===== src/rtl/lb_sched_if.sv =====
// Line-build scheduler bundle: line timing, draw-engine handshakes, line-buffer draw port.
// Latency: wires only; all timing belongs to the modules on either side.
// Backpressure: none; engines write at will, and the scheduler filters or forwards.
//
// Ports (master = timing generator / engines side, slave = scheduler side):
//   line_start, frame_start          line timing pulses into the scheduler
//   disp_bank, draw_y                bank being displayed, line being built
//   tile_*/spr_*                     per-engine start/done/write strobes
//   abort, overrun, busy             line status out of the scheduler
//   lb_we, lb_addr, lb_colour        line-buffer draw port
interface lb_sched_if #(
    parameter int CORDW = 11
);
    logic             line_start;
    logic             frame_start;
    logic             disp_bank;
    logic [CORDW-1:0] draw_y;
    logic             tile_start;
    logic             spr_start;
    logic             tile_done;
    logic             spr_done;
    logic             tile_we;
    logic             spr_we;
    logic [CORDW-2:0] tile_x;
    logic [CORDW-2:0] spr_x;
    logic [7:0]       tile_colour;
    logic [7:0]       spr_colour;
    logic             abort;
    logic             overrun;
    logic             busy;
    logic             lb_we;
    logic [CORDW-1:0] lb_addr;
    logic [7:0]       lb_colour;

    modport master (
        output line_start, frame_start, tile_done, spr_done,
               tile_we, spr_we, tile_x, spr_x, tile_colour, spr_colour,
        input  disp_bank, draw_y, tile_start, spr_start,
               abort, overrun, busy, lb_we, lb_addr, lb_colour
    );

    modport slave (
        input  line_start, frame_start, tile_done, spr_done,
               tile_we, spr_we, tile_x, spr_x, tile_colour, spr_colour,
        output disp_bank, draw_y, tile_start, spr_start,
               abort, overrun, busy, lb_we, lb_addr, lb_colour
    );
endinterface


===== src/rtl/lb_sched.sv =====
// Line-build scheduler: ping-pong line-buffer banks, clear back bank, then grant tile then sprite engine.
// Latency: all outputs registered; engine write -> lb_* one cycle later, line_start -> first clear write one cycle later.
// Backpressure: none; out-of-range, transparent or non-granted writes are dropped, and a late line is aborted.
//
// Ports:
//   clk_pix    pixel clock
//   rst_pix_n  asynchronous active-low reset
//   bus        lb_sched_if slave: line timing in, engine handshakes, line-buffer draw port out
module lb_sched #(
    parameter int         CORDW        = 11,
    parameter int         LINE_W       = 640,
    parameter int         LINES        = 525,
    parameter logic [7:0] CLEAR_COLOUR = 8'h00
) (
    input  logic     clk_pix,
    input  logic     rst_pix_n,
    lb_sched_if.slave bus
);
    typedef enum logic [2:0] {IDLE, CLEAR, TILE, SPRITE, DONE} state_t;

    localparam logic [CORDW-1:0] LINE_W_C = CORDW'(LINE_W);
    localparam logic [CORDW-2:0] LAST_X   = (CORDW-1)'(LINE_W - 1);
    localparam logic [CORDW-2:0] ONE_X    = (CORDW-1)'(1);
    localparam logic [CORDW-1:0] LAST_Y   = CORDW'(LINES - 1);
    localparam logic [CORDW-1:0] ONE_Y    = CORDW'(1);

    state_t           state, state_n;
    logic [CORDW-2:0] cx, cx_n;          // x of the clear write currently on lb_*
    logic             bank_q, bank_n;
    logic [CORDW-1:0] y_q, y_n;
    logic             we_q, we_n;
    logic [CORDW-2:0] wx_n;
    logic [7:0]       col_n;
    logic [CORDW-1:0] addr_q;
    logic [7:0]       col_q;
    logic             tstart_q, tstart_n;
    logic             sstart_q, sstart_n;
    logic             ovr_q, ovr_n;
    logic             busy_q, busy_n;
    logic             tile_ok, spr_ok;

    // Engine write qualification: in range, and sprites must not be transparent.
    assign tile_ok = bus.tile_we && ({1'b0, bus.tile_x} < LINE_W_C);
    assign spr_ok  = bus.spr_we && ({1'b0, bus.spr_x} < LINE_W_C) &&
                     (bus.spr_colour != CLEAR_COLOUR);

    // Next-state and next-output logic. The draw-port registers are loaded
    // from the transition being taken, so a clear write for x=0 is already
    // on lb_* in the first CLEAR cycle.
    always_comb begin
        state_n  = state;
        cx_n     = cx;
        bank_n   = bank_q;
        y_n      = y_q;
        we_n     = 1'b0;
        wx_n     = '0;
        col_n    = CLEAR_COLOUR;
        tstart_n = 1'b0;
        sstart_n = 1'b0;
        ovr_n    = 1'b0;

        if (bus.line_start) begin
            // Line start wins over any done/write in the same cycle.
            bank_n  = ~bank_q;
            if (bus.frame_start || (y_q == LAST_Y)) begin
                y_n = '0;
            end else begin
                y_n = y_q + ONE_Y;
            end
            ovr_n   = (state == CLEAR) || (state == TILE) || (state == SPRITE);
            cx_n    = '0;
            state_n = CLEAR;
            we_n    = 1'b1;
        end else begin
            case (state)
                CLEAR: begin
                    if (cx == LAST_X) begin
                        state_n  = TILE;
                        tstart_n = 1'b1;
                    end else begin
                        cx_n = cx + ONE_X;
                        we_n = 1'b1;
                        wx_n = cx + ONE_X;
                    end
                end
                TILE: begin
                    if (tile_ok) begin
                        we_n  = 1'b1;
                        wx_n  = bus.tile_x;
                        col_n = bus.tile_colour;
                    end
                    if (bus.tile_done) begin
                        state_n  = SPRITE;
                        sstart_n = 1'b1;
                    end
                end
                SPRITE: begin
                    if (spr_ok) begin
                        we_n  = 1'b1;
                        wx_n  = bus.spr_x;
                        col_n = bus.spr_colour;
                    end
                    if (bus.spr_done) begin
                        state_n = DONE;
                    end
                end
                default: begin
                end
            endcase
        end

        busy_n = (state_n == CLEAR) || (state_n == TILE) || (state_n == SPRITE);
    end

    always_ff @(posedge clk_pix or negedge rst_pix_n) begin
        if (!rst_pix_n) begin
            state <= IDLE;
        end else begin
            state <= state_n;
        end
    end

    always_ff @(posedge clk_pix or negedge rst_pix_n) begin
        if (!rst_pix_n) begin
            cx       <= '0;
            bank_q   <= 1'b0;
            y_q      <= '0;
            we_q     <= 1'b0;
            addr_q   <= '0;
            col_q    <= '0;
            tstart_q <= 1'b0;
            sstart_q <= 1'b0;
            ovr_q    <= 1'b0;
            busy_q   <= 1'b0;
        end else begin
            cx       <= cx_n;
            bank_q   <= bank_n;
            y_q      <= y_n;
            we_q     <= we_n;
            tstart_q <= tstart_n;
            sstart_q <= sstart_n;
            ovr_q    <= ovr_n;
            busy_q   <= busy_n;
            // Address/colour only move with a write; the bank bit is taken
            // from the next display bank so it is never the displayed one.
            if (we_n) begin
                addr_q <= {~bank_n, wx_n};
                col_q  <= col_n;
            end
        end
    end

    assign bus.disp_bank  = bank_q;
    assign bus.draw_y     = y_q;
    assign bus.tile_start = tstart_q;
    assign bus.spr_start  = sstart_q;
    assign bus.abort      = ovr_q;
    assign bus.overrun    = ovr_q;
    assign bus.busy       = busy_q;
    assign bus.lb_we      = we_q;
    assign bus.lb_addr    = addr_q;
    assign bus.lb_colour  = col_q;
endmodule


===== src/flat_wrapper.sv =====
// flat-port wrapper written by rule: the top's interface ports become plain ports
module lb_sched_flat 
#(
    parameter int         CORDW        = 11,
    parameter int         LINE_W       = 640,
    parameter int         LINES        = 525,
    parameter logic [7:0] CLEAR_COLOUR = 8'h00
)
  (clk_pix, rst_pix_n, bus_line_start, bus_frame_start, bus_tile_done, bus_spr_done, bus_tile_we, bus_spr_we, bus_tile_x, bus_spr_x, bus_tile_colour, bus_spr_colour, bus_disp_bank, bus_draw_y, bus_tile_start, bus_spr_start, bus_abort, bus_overrun, bus_busy, bus_lb_we, bus_lb_addr, bus_lb_colour);
  lb_sched_if #(.CORDW(CORDW)) bus_i ();
  input  logic clk_pix;
  input  logic rst_pix_n;
  input wire logic [$bits(bus_i.line_start)-1:0] bus_line_start;
  input wire logic [$bits(bus_i.frame_start)-1:0] bus_frame_start;
  input wire logic [$bits(bus_i.tile_done)-1:0] bus_tile_done;
  input wire logic [$bits(bus_i.spr_done)-1:0] bus_spr_done;
  input wire logic [$bits(bus_i.tile_we)-1:0] bus_tile_we;
  input wire logic [$bits(bus_i.spr_we)-1:0] bus_spr_we;
  input wire logic [$bits(bus_i.tile_x)-1:0] bus_tile_x;
  input wire logic [$bits(bus_i.spr_x)-1:0] bus_spr_x;
  input wire logic [$bits(bus_i.tile_colour)-1:0] bus_tile_colour;
  input wire logic [$bits(bus_i.spr_colour)-1:0] bus_spr_colour;
  output wire logic [$bits(bus_i.disp_bank)-1:0] bus_disp_bank;
  output wire logic [$bits(bus_i.draw_y)-1:0] bus_draw_y;
  output wire logic [$bits(bus_i.tile_start)-1:0] bus_tile_start;
  output wire logic [$bits(bus_i.spr_start)-1:0] bus_spr_start;
  output wire logic [$bits(bus_i.abort)-1:0] bus_abort;
  output wire logic [$bits(bus_i.overrun)-1:0] bus_overrun;
  output wire logic [$bits(bus_i.busy)-1:0] bus_busy;
  output wire logic [$bits(bus_i.lb_we)-1:0] bus_lb_we;
  output wire logic [$bits(bus_i.lb_addr)-1:0] bus_lb_addr;
  output wire logic [$bits(bus_i.lb_colour)-1:0] bus_lb_colour;
  assign bus_i.line_start = bus_line_start;
  assign bus_i.frame_start = bus_frame_start;
  assign bus_i.tile_done = bus_tile_done;
  assign bus_i.spr_done = bus_spr_done;
  assign bus_i.tile_we = bus_tile_we;
  assign bus_i.spr_we = bus_spr_we;
  assign bus_i.tile_x = bus_tile_x;
  assign bus_i.spr_x = bus_spr_x;
  assign bus_i.tile_colour = bus_tile_colour;
  assign bus_i.spr_colour = bus_spr_colour;
  assign bus_disp_bank = bus_i.disp_bank;
  assign bus_draw_y = bus_i.draw_y;
  assign bus_tile_start = bus_i.tile_start;
  assign bus_spr_start = bus_i.spr_start;
  assign bus_abort = bus_i.abort;
  assign bus_overrun = bus_i.overrun;
  assign bus_busy = bus_i.busy;
  assign bus_lb_we = bus_i.lb_we;
  assign bus_lb_addr = bus_i.lb_addr;
  assign bus_lb_colour = bus_i.lb_colour;
  lb_sched #(.CORDW(CORDW), .LINE_W(LINE_W), .LINES(LINES), .CLEAR_COLOUR(CLEAR_COLOUR)) u_core (.clk_pix(clk_pix), .rst_pix_n(rst_pix_n), .bus(bus_i));
endmodule

===== config.mk =====
export PLATFORM = sky130hd
export DESIGN_NAME = lb_sched_flat
export DESIGN_NICKNAME = d
export VERILOG_FILES = /design/src/rtl/lb_sched_if.sv /design/src/rtl/lb_sched.sv /design/src/flat_wrapper.sv
export SDC_FILE = /design/constraint.sdc
export NUM_CORES = 1
export LEC_CHECK = 0
export ABC_AREA = 1
export CORE_MARGIN = 10
export CORE_UTILIZATION = 58
export DETAILED_ROUTE_END_ITERATION = 12
export DONT_BUFFER_PORTS = 1
export GPL_TIMING_DRIVEN = 1
export HOLD_SLACK_MARGIN = 0.02
export PLACE_DENSITY = 0.74
export SLEW_MARGIN = 20
export SYNTH_ARGS = -nofsm -noshare
export SYNTH_HDL_FRONTEND = slang
export SYNTH_SLANG_ARGS = --single-unit

===== constraint.sdc =====
create_clock -name clk_pix -period 2.1 [get_ports clk_pix]
set_input_delay 0.21 -clock clk_pix [delete_from_list [all_inputs] [get_ports clk_pix]]
set_output_delay 0.21 -clock clk_pix [all_outputs]
set_load 0.005 [all_outputs]

==> run summary, run 1 <==
### Power and ir drop
- standby leakage power: 1.60 nW
- fraction of power spent switching nets: 37.8%
- Internal Pwr Total: 1.72 mW
- switching power total: 1.05 mW
- Clk network pwr share: 24.2%
- highest ir drop seen on vdd: 0.000574 V
- portion of total power attributed to combinational logic: 32.5%
- proportion of power drawn by flip-flops and latches: 43.3%
- cell area power density: 903 nW/um2

### CTS
- clock buffer count from CTS: 5
- clock latency at the later pin of the worst-skew pair: 0.30 ns
- Clock Tree Root: clkbuf_8
- Post-CTS Hold Buffers: 3
- post-CTS resize count: 0
- buffers inserted during post-CTS setup optimization: 0
- clock slew at reported path FFs: 0.09 ns
- maximum level of the CTS H-tree: 2
- # clock sinks: 49
- TritonCTS clock tree: yes
- number of buffers on the longest clock path: 2

### Worst setup path
- crit path cell chain: ha_1 > nand3_4 > nor2_4 > a21oi_1 > nand3_1 > nand2_1 > nand2_1 > nand2_1
- Critical Path Source: u_core.cx[0]
- startpoint types: flop
- destination of the worst register-to-register timing path: u_core.bus.lb_addr[9]
- Data required, critical path: 2.34 ns
- endpoint kind of the worst setup timing path: flop
- Reg-to-Reg Start: u_core.cx[0]
- library cell contributing the largest single delay on the critical path: dfrtp_1
- number of buffers and inverters on the critical path: 0
- number of cells on the worst reg-to-reg path: 8
- reg-to-reg setup timing slack: 0.32 ns
- highest cell delay on the worst timing path: 0.44 ns
- Top Family by Delay on Critical Path: simple AND/OR/NAND/NOR gates
- crit path max fanout: 6
- Setup crit end: u_core.bus.lb_addr[9]
- Worst Path Arrival: 2.02 ns
- critical path type: flop to flop
- number of gates on the worst path with buffers counted: 8
- CP dominant cell by count: nand2_1

### Yosys
- post-synthesis sequential area ratio: 43.3%
- count of different cell masters after synthesis: 28
- total nets after synthesis: 419
- warnings from Yosys: 0
- synthesized cell area: 2830 um2
- largest cells by area after synthesis: dfrtp_1 (43%), nand2_1 (16%), nand3_1 (5.8%), inv_1 (5.3%), nand2_4 (4.4%)
- FF+latch count, synth: 49
- gate count after technology mapping: 372
- fraction of post-synthesis cell area in the top cell type by area: 43.3%
- post-synth top area cell: dfrtp_1
- mean post-synth cell area: 7.60 um2

### Placed design
- PortBufs: 0
- post-detail-place hpwl: 5370 um
- Place WS: 0.333 ns
- routability-driven placement congestion ratio: 0.894
- standard cell area after detailed placement: 2900 um2
- instance count after placement with tap cells included: 434

### Timing
- final worst slack: 0.320 ns
- Rel. slew slack: 61.1%
- share of the clock period used by the worst path: 84.7%
- number of hold violations in the final report: 0
- Sum Neg Setup Slack: 0 ns
- fin crit period: 1.78 ns
- number of setup violations in the final report: 0
- maximum operating frequency: 562 MHz
- number of pins with negative max-slew slack in the final report: 0
- actual slew at the worst max-slew pin: 0.582 ns
- clock skew after layout: 0.00949 ns
- unrepaired setup endpoints after global routing: no

### Die
- Die Outline Area: 8070 um2
- chip height: 89.8 um
- floorplan row count: 25
- CORE AREA: 4720 um2
- effective utilization at floorplan: 59.9%
- overall die width: 89.8 um
- top-level I/O count: 81

### Detailed routing
- iteration-0 DRC count of the detailed router: 156
- first drt pass iteration count: 4
- DRC viols: 0
- Avg WL per Cell: 16.1 um
- post-detailed-route count of antenna-violating nets: 0
- number of vias per cell after detailed routing: 5.32
- number of vias after detailed routing: 2367
- routed wire length: 7150 um

### Layout
- leading cell type in the layout, fill and taps excluded: nand2_1
- NumNets Final: 424
- register area: 1230 um2
- fraction of layout cells with a size suffix above 1: 11.9%
- final standard cell area without fillers: 3060 um2
- number of fill cells: 455
- most frequent cells in the layout: nand2_1 (118), dfrtp_1 (49), inv_1 (40), nand3_1 (33), nor2_1 (27)
- Non-Filler Instances: 445
- Area growth syn-to-layout: 8.23%
- Ant. Diodes: 0
- area of combinational cells with multiple inputs: 1370 um2

### Worst hold path
- worst min path class: primary input to flop
- start point of the worst min-delay path: bus_tile_done

### GRT
- remaining global-route overflow: 0
- number of antenna violations at the first check in global routing: 0
- pin count of the biggest net entering global routing: 50
- global-route wire length before repair: 11700 um
- number of global-route vias before repair: 2314
- overall fraction of global-route tracks in use: 17.3%

### Status
- status: complete, no violations

### Run
- Max-Cap Viols: 0

==> cell usage after synthesis, drive strengths merged <==
| cell | number |
|---|---|
| inv | 42 |
| nor3 | 8 |
| clkinv | 1 |
| o21bai | 3 |
| nand4 | 10 |
| nand3b | 1 |
| nor3b | 1 |
| a21oi | 14 |
| nor2 | 30 |
| buf | 5 |
| xor2 | 3 |
| o21ai | 15 |
| dfrtp | 49 |
| ha | 3 |
| or2 | 1 |
| nand3 | 35 |
| nand2 | 141 |
| a31oi | 1 |
| clkbuf | 6 |
| xnor2 | 3 |
==> logic make-up (layout without fill, tap and decap cells) <==
group	after synthesis	count (layout)	share of synthesized area, %
AOI/OAI and AO/OA	33	33	6.15
buffers and inverters	54	60	8.09
and+or+nand+nor	227	227	39.2
xor gates and xnor gates	6	6	1.86
adders and majority gates	3	3	1.33
DFF	49	49	43.3
==> per-stage QoR <==
step | util [%] | total power [mW] | hold WS [ns]
3_3_place_gp | 61.5 | 2.06 | -0.0833
4_1_cts | 64.8 | 2.78 | 0.0404
3_5_place_dp | 61.5 | 2.07 | -0.0833
6_report | 64.8 | 2.76 | 0.0434
2_1_floorplan | - | 1.87 | -0.0856
5_1_grt | 64.8 | 2.95 | 0.0448
==> how the worst min path moves through the flow <==
stage / end / slack (ns) / depth (start not counted)
floorplan: u_core.bus.abort / -0.09 / 0
global placement: u_core.bus.lb_addr[0] / -0.08 / 0
detailed placement: u_core.cx[1] / -0.08 / 0
CTS: u_core.bus.spr_start / 0.04 / 2
global route: u_core.bus.draw_y[10] / 0.04 / 2
finish: u_core.bus.spr_start / 0.04 / 2
==> state kept, by name, indices dropped and copies added, names as in the netlist <==
name                   flops
u_core.bus.abort           1
u_core.bus.busy            1
u_core.bus.disp_bank       1
u_core.bus.draw_y         11
u_core.bus.lb_addr        11
u_core.bus.lb_colour       8
u_core.bus.lb_we           1
u_core.bus.spr_start       1
u_core.bus.tile_start      1
u_core.cx                 10
u_core.state               3
==> routing by layer <==
metal	part of all wire [%]	track usage, %	vias up
li1	-	-	1188
met1	44	22.1	1098
met2	46	26.8	76
met3	10	6.65	5
met4	0.59	3.91	0
met5	0	0	-
==> area by class of cell <==
class	instances	share of cell area, %
timing repair buffer	9	3.43
clock inverter	2	1.27
clock buffer	6	2.37
inverter	43	5.27
multi-input combinational	269	44.9
sequential	49	40.0
tap	67	2.74
==> power groups by stage <==
stage          Combinational (mW)  Sequential (mW)  Clock (mW)
6_report                    0.898             1.20       0.670
5_1_grt                      1.00             1.22       0.724
4_1_cts                     0.892             1.20       0.688
3_5_place_dp                0.854             1.22           0
3_3_place_gp                0.838             1.22           0
2_1_floorplan               0.696             1.18           0
Note: power is estimated with default switching activity, not from simulation.
==> inputs of run 2 (changes only) <==
--- a/config.mk
+++ b/config.mk
@@ -7,12 +7,12 @@
 export LEC_CHECK = 0
 export ABC_AREA = 1
 export CORE_MARGIN = 10
-export CORE_UTILIZATION = 58
+export CORE_UTILIZATION = 57
 export DETAILED_ROUTE_END_ITERATION = 12
 export DONT_BUFFER_PORTS = 1
 export GPL_TIMING_DRIVEN = 1
 export HOLD_SLACK_MARGIN = 0.02
-export PLACE_DENSITY = 0.74
+export PLACE_DENSITY = 0.75
 export SLEW_MARGIN = 20
 export SYNTH_ARGS = -nofsm -noshare
 export SYNTH_HDL_FRONTEND = slang
==> constraint.sdc (replaced) <==
create_clock -name clk_pix -period 1.45 [get_ports clk_pix]
set_input_delay 0.145 -clock clk_pix [delete_from_list [all_inputs] [get_ports clk_pix]]
set_output_delay 0.145 -clock clk_pix [all_outputs]
set_load 0.005 [all_outputs]
==> run 2 against run 1 <==
The run now ends with setup timing left. Sequential power increased by 44%. Utilization increased by 9.1 points. Flip-flop and latch count unchanged. Design area increased by 15%. Sequential share of layout area decreased by 5.2 points. Via count increased by 10%. Worst setup slack got worse by 0.39 ns. Combinational power increased by 97%. Cell count increased by 8.8%. Largest cell class unchanged. Highest routed layer unchanged.
==> run summary, run 2 (synthesis gave the netlist of run 1 again) <==
### Status
- status: finished, violations left
- violated checks: setup timing

### Timing
- fin crit period: 1.52 ns
- clock skew after layout: 0.0188 ns
- final worst slack: -0.0736 ns
- Rel. slew slack: 45.1%
- Sum Neg Setup Slack: -0.591 ns
- Worst Hold Slack: 0.0220 ns
- maximum operating frequency: 656 MHz
- number of hold violations in the final report: 0
- unrepaired setup endpoints after global routing: yes
- actual slew at the worst max-slew pin: 0.820 ns
- share of the clock period used by the worst path: 105%
- number of pins with negative max-slew slack in the final report: 0
- number of setup violations in the final report: 25

### Placed design
- PortBufs: 0
- post-detail-place hpwl: 5940 um
- instance count after placement with tap cells included: 467
- routability-driven placement congestion ratio: 0.927

### Power and ir drop
- standby leakage power: 1.82 nW
- cell area power density: 1280 nW/um2
- highest ir drop seen on vdd: 0.00104 V

### Worst setup path
- critical path type: flop to flop
- Data required, critical path: 1.65 ns
- endpoint kind of the worst setup timing path: flop
- crit path max fanout: 5
- Worst Path Arrival: 1.72 ns
- startpoint types: flop

### Detailed routing
- post-detailed-route count of antenna-violating nets: 0
- routed wire length: 7950 um
- Avg WL per Cell: 16.4 um
- first drt pass iteration count: 6
- iteration-0 DRC count of the detailed router: 178
- number of vias per cell after detailed routing: 5.38
- number of vias after detailed routing: 2605
- DRC viols: 0

### Die
- top-level I/O count: 81
- overall die width: 90.5 um
- effective utilization at floorplan: 59.5%
- CORE AREA: 4750 um2
- Die Outline Area: 8180 um2
- floorplan row count: 25
- chip height: 90.5 um

### Layout
- NumNets Final: 463
- Area growth syn-to-layout: 24.2%
- number of fill cells: 397
- fraction of layout cells with a size suffix above 1: 27.3%
- leading cell type in the layout, fill and taps excluded: nand2_1
- Ant. Diodes: 0
- most frequent cells in the layout: nand2_1 (111), dfrtp_1 (49), buf_4 (38), inv_1 (36), nand3_1 (28)
- Non-Filler Instances: 484

### CTS
- clock buffer count from CTS: 5
- number of buffers on the longest clock path: 2
- Clock Tree Root: clkbuf_8
- clock latency at the later pin of the worst-skew pair: 0.32 ns
- maximum level of the CTS H-tree: 2
- clock slew at reported path FFs: 0.09 ns
- TritonCTS clock tree: yes
- # clock sinks: 49
- Post-CTS Hold Buffers: 4

### Run
- Max-Cap Viols: 0

### GRT
- overall fraction of global-route tracks in use: 19.1%
- global-route wire length before repair: 12800 um
- pin count of the biggest net entering global routing: 50
- number of antenna violations at the first check in global routing: 0
- remaining global-route overflow: 0
- number of global-route vias before repair: 2585

### Worst hold path
- worst min path class: primary input to flop

==> run 2: final timing paths <==
check / endpoint / slack (ns) / from / cells past startpoint
min: u_core.bus.draw_y[2] / 0.02 / bus_line_start / 2
max reg2reg: u_core.bus.lb_addr[1] / -0.07 / u_core.cx[1] / 10
max: u_core.bus.lb_addr[1] / -0.07 / u_core.cx[1] / 10
max in group asynchronous: u_core.cx[1] / 0.87 / rst_pix_n / 2
min in group asynchronous: u_core.bus.lb_addr[2] / 0.35 / rst_pix_n / 2
min reg2reg: u_core.bus.lb_addr[0] / 0.51 / u_core.bus.lb_addr[0] / 2
==> run 2: area by class of cell <==
cell class,count,area (um2),share of cell area [%]
clock buffers,5,68.8,1.96
repair buffers,48,445,12.7
multi-input cells,269,1490,42.3
clock inverters,3,43.8,1.25
well taps,67,83.8,2.39
inverters,43,161,4.59
flip-flops and latches,49,1230,34.9
==> run 2: power by group <==
group	switching, mW	internal, mW
sequential	0.179	1.55
combinational	1.00	0.764
clock	0.487	0.518
total	1.67	2.83
==> run 2: per-stage QoR <==
step | utilization (%) | setup WS [ns] | total power [mW] | instance area, um2
5_1_grt | 73.9 | -0.163 | 4.78 | 3510
3_5_place_dp | 67.3 | -0.0367 | 3.37 | 3200
2_1_floorplan | - | -0.0819 | 2.73 | 2840
3_3_place_gp | 67.3 | 0.00910 | 3.33 | 3200
6_report | 73.9 | -0.0736 | 4.50 | 3510
4_1_cts | 71.1 | -0.0509 | 4.43 | 3380
==> run 2: per-layer routing <==
metal / share of wire [%] / track usage [%] / vias to the layer above
met5: 0 / 0 / -
met4: 1.8 / 5.04 / 0
met3: 10 / 7.15 / 13
met2: 48 / 31.8 / 108
met1: 40 / 22.6 / 1220
li1: - / - / 1264
==> run 2: repair_timing <==
item                                    in CTS  in global routing
hold endpoints to repair                    65                  1
pin swaps                                    1                 12
endpoints found under the setup margin      23                 41
resized for setup                            4                 37
setup buffers                                0                  5
==> run 2: worst max-delay path: stages, from the launching register on <==
cell and delay, ns:
dfrtp_1 0.39, ha_4 0.17, nand3_4 0.08, nor2_4 0.12
buf_4 0.12, a21oi_1 0.05, buf_4 0.16, nand2_1 0.10
nand3_1 0.08, nand2_1 0.09, nand2_2 0.06
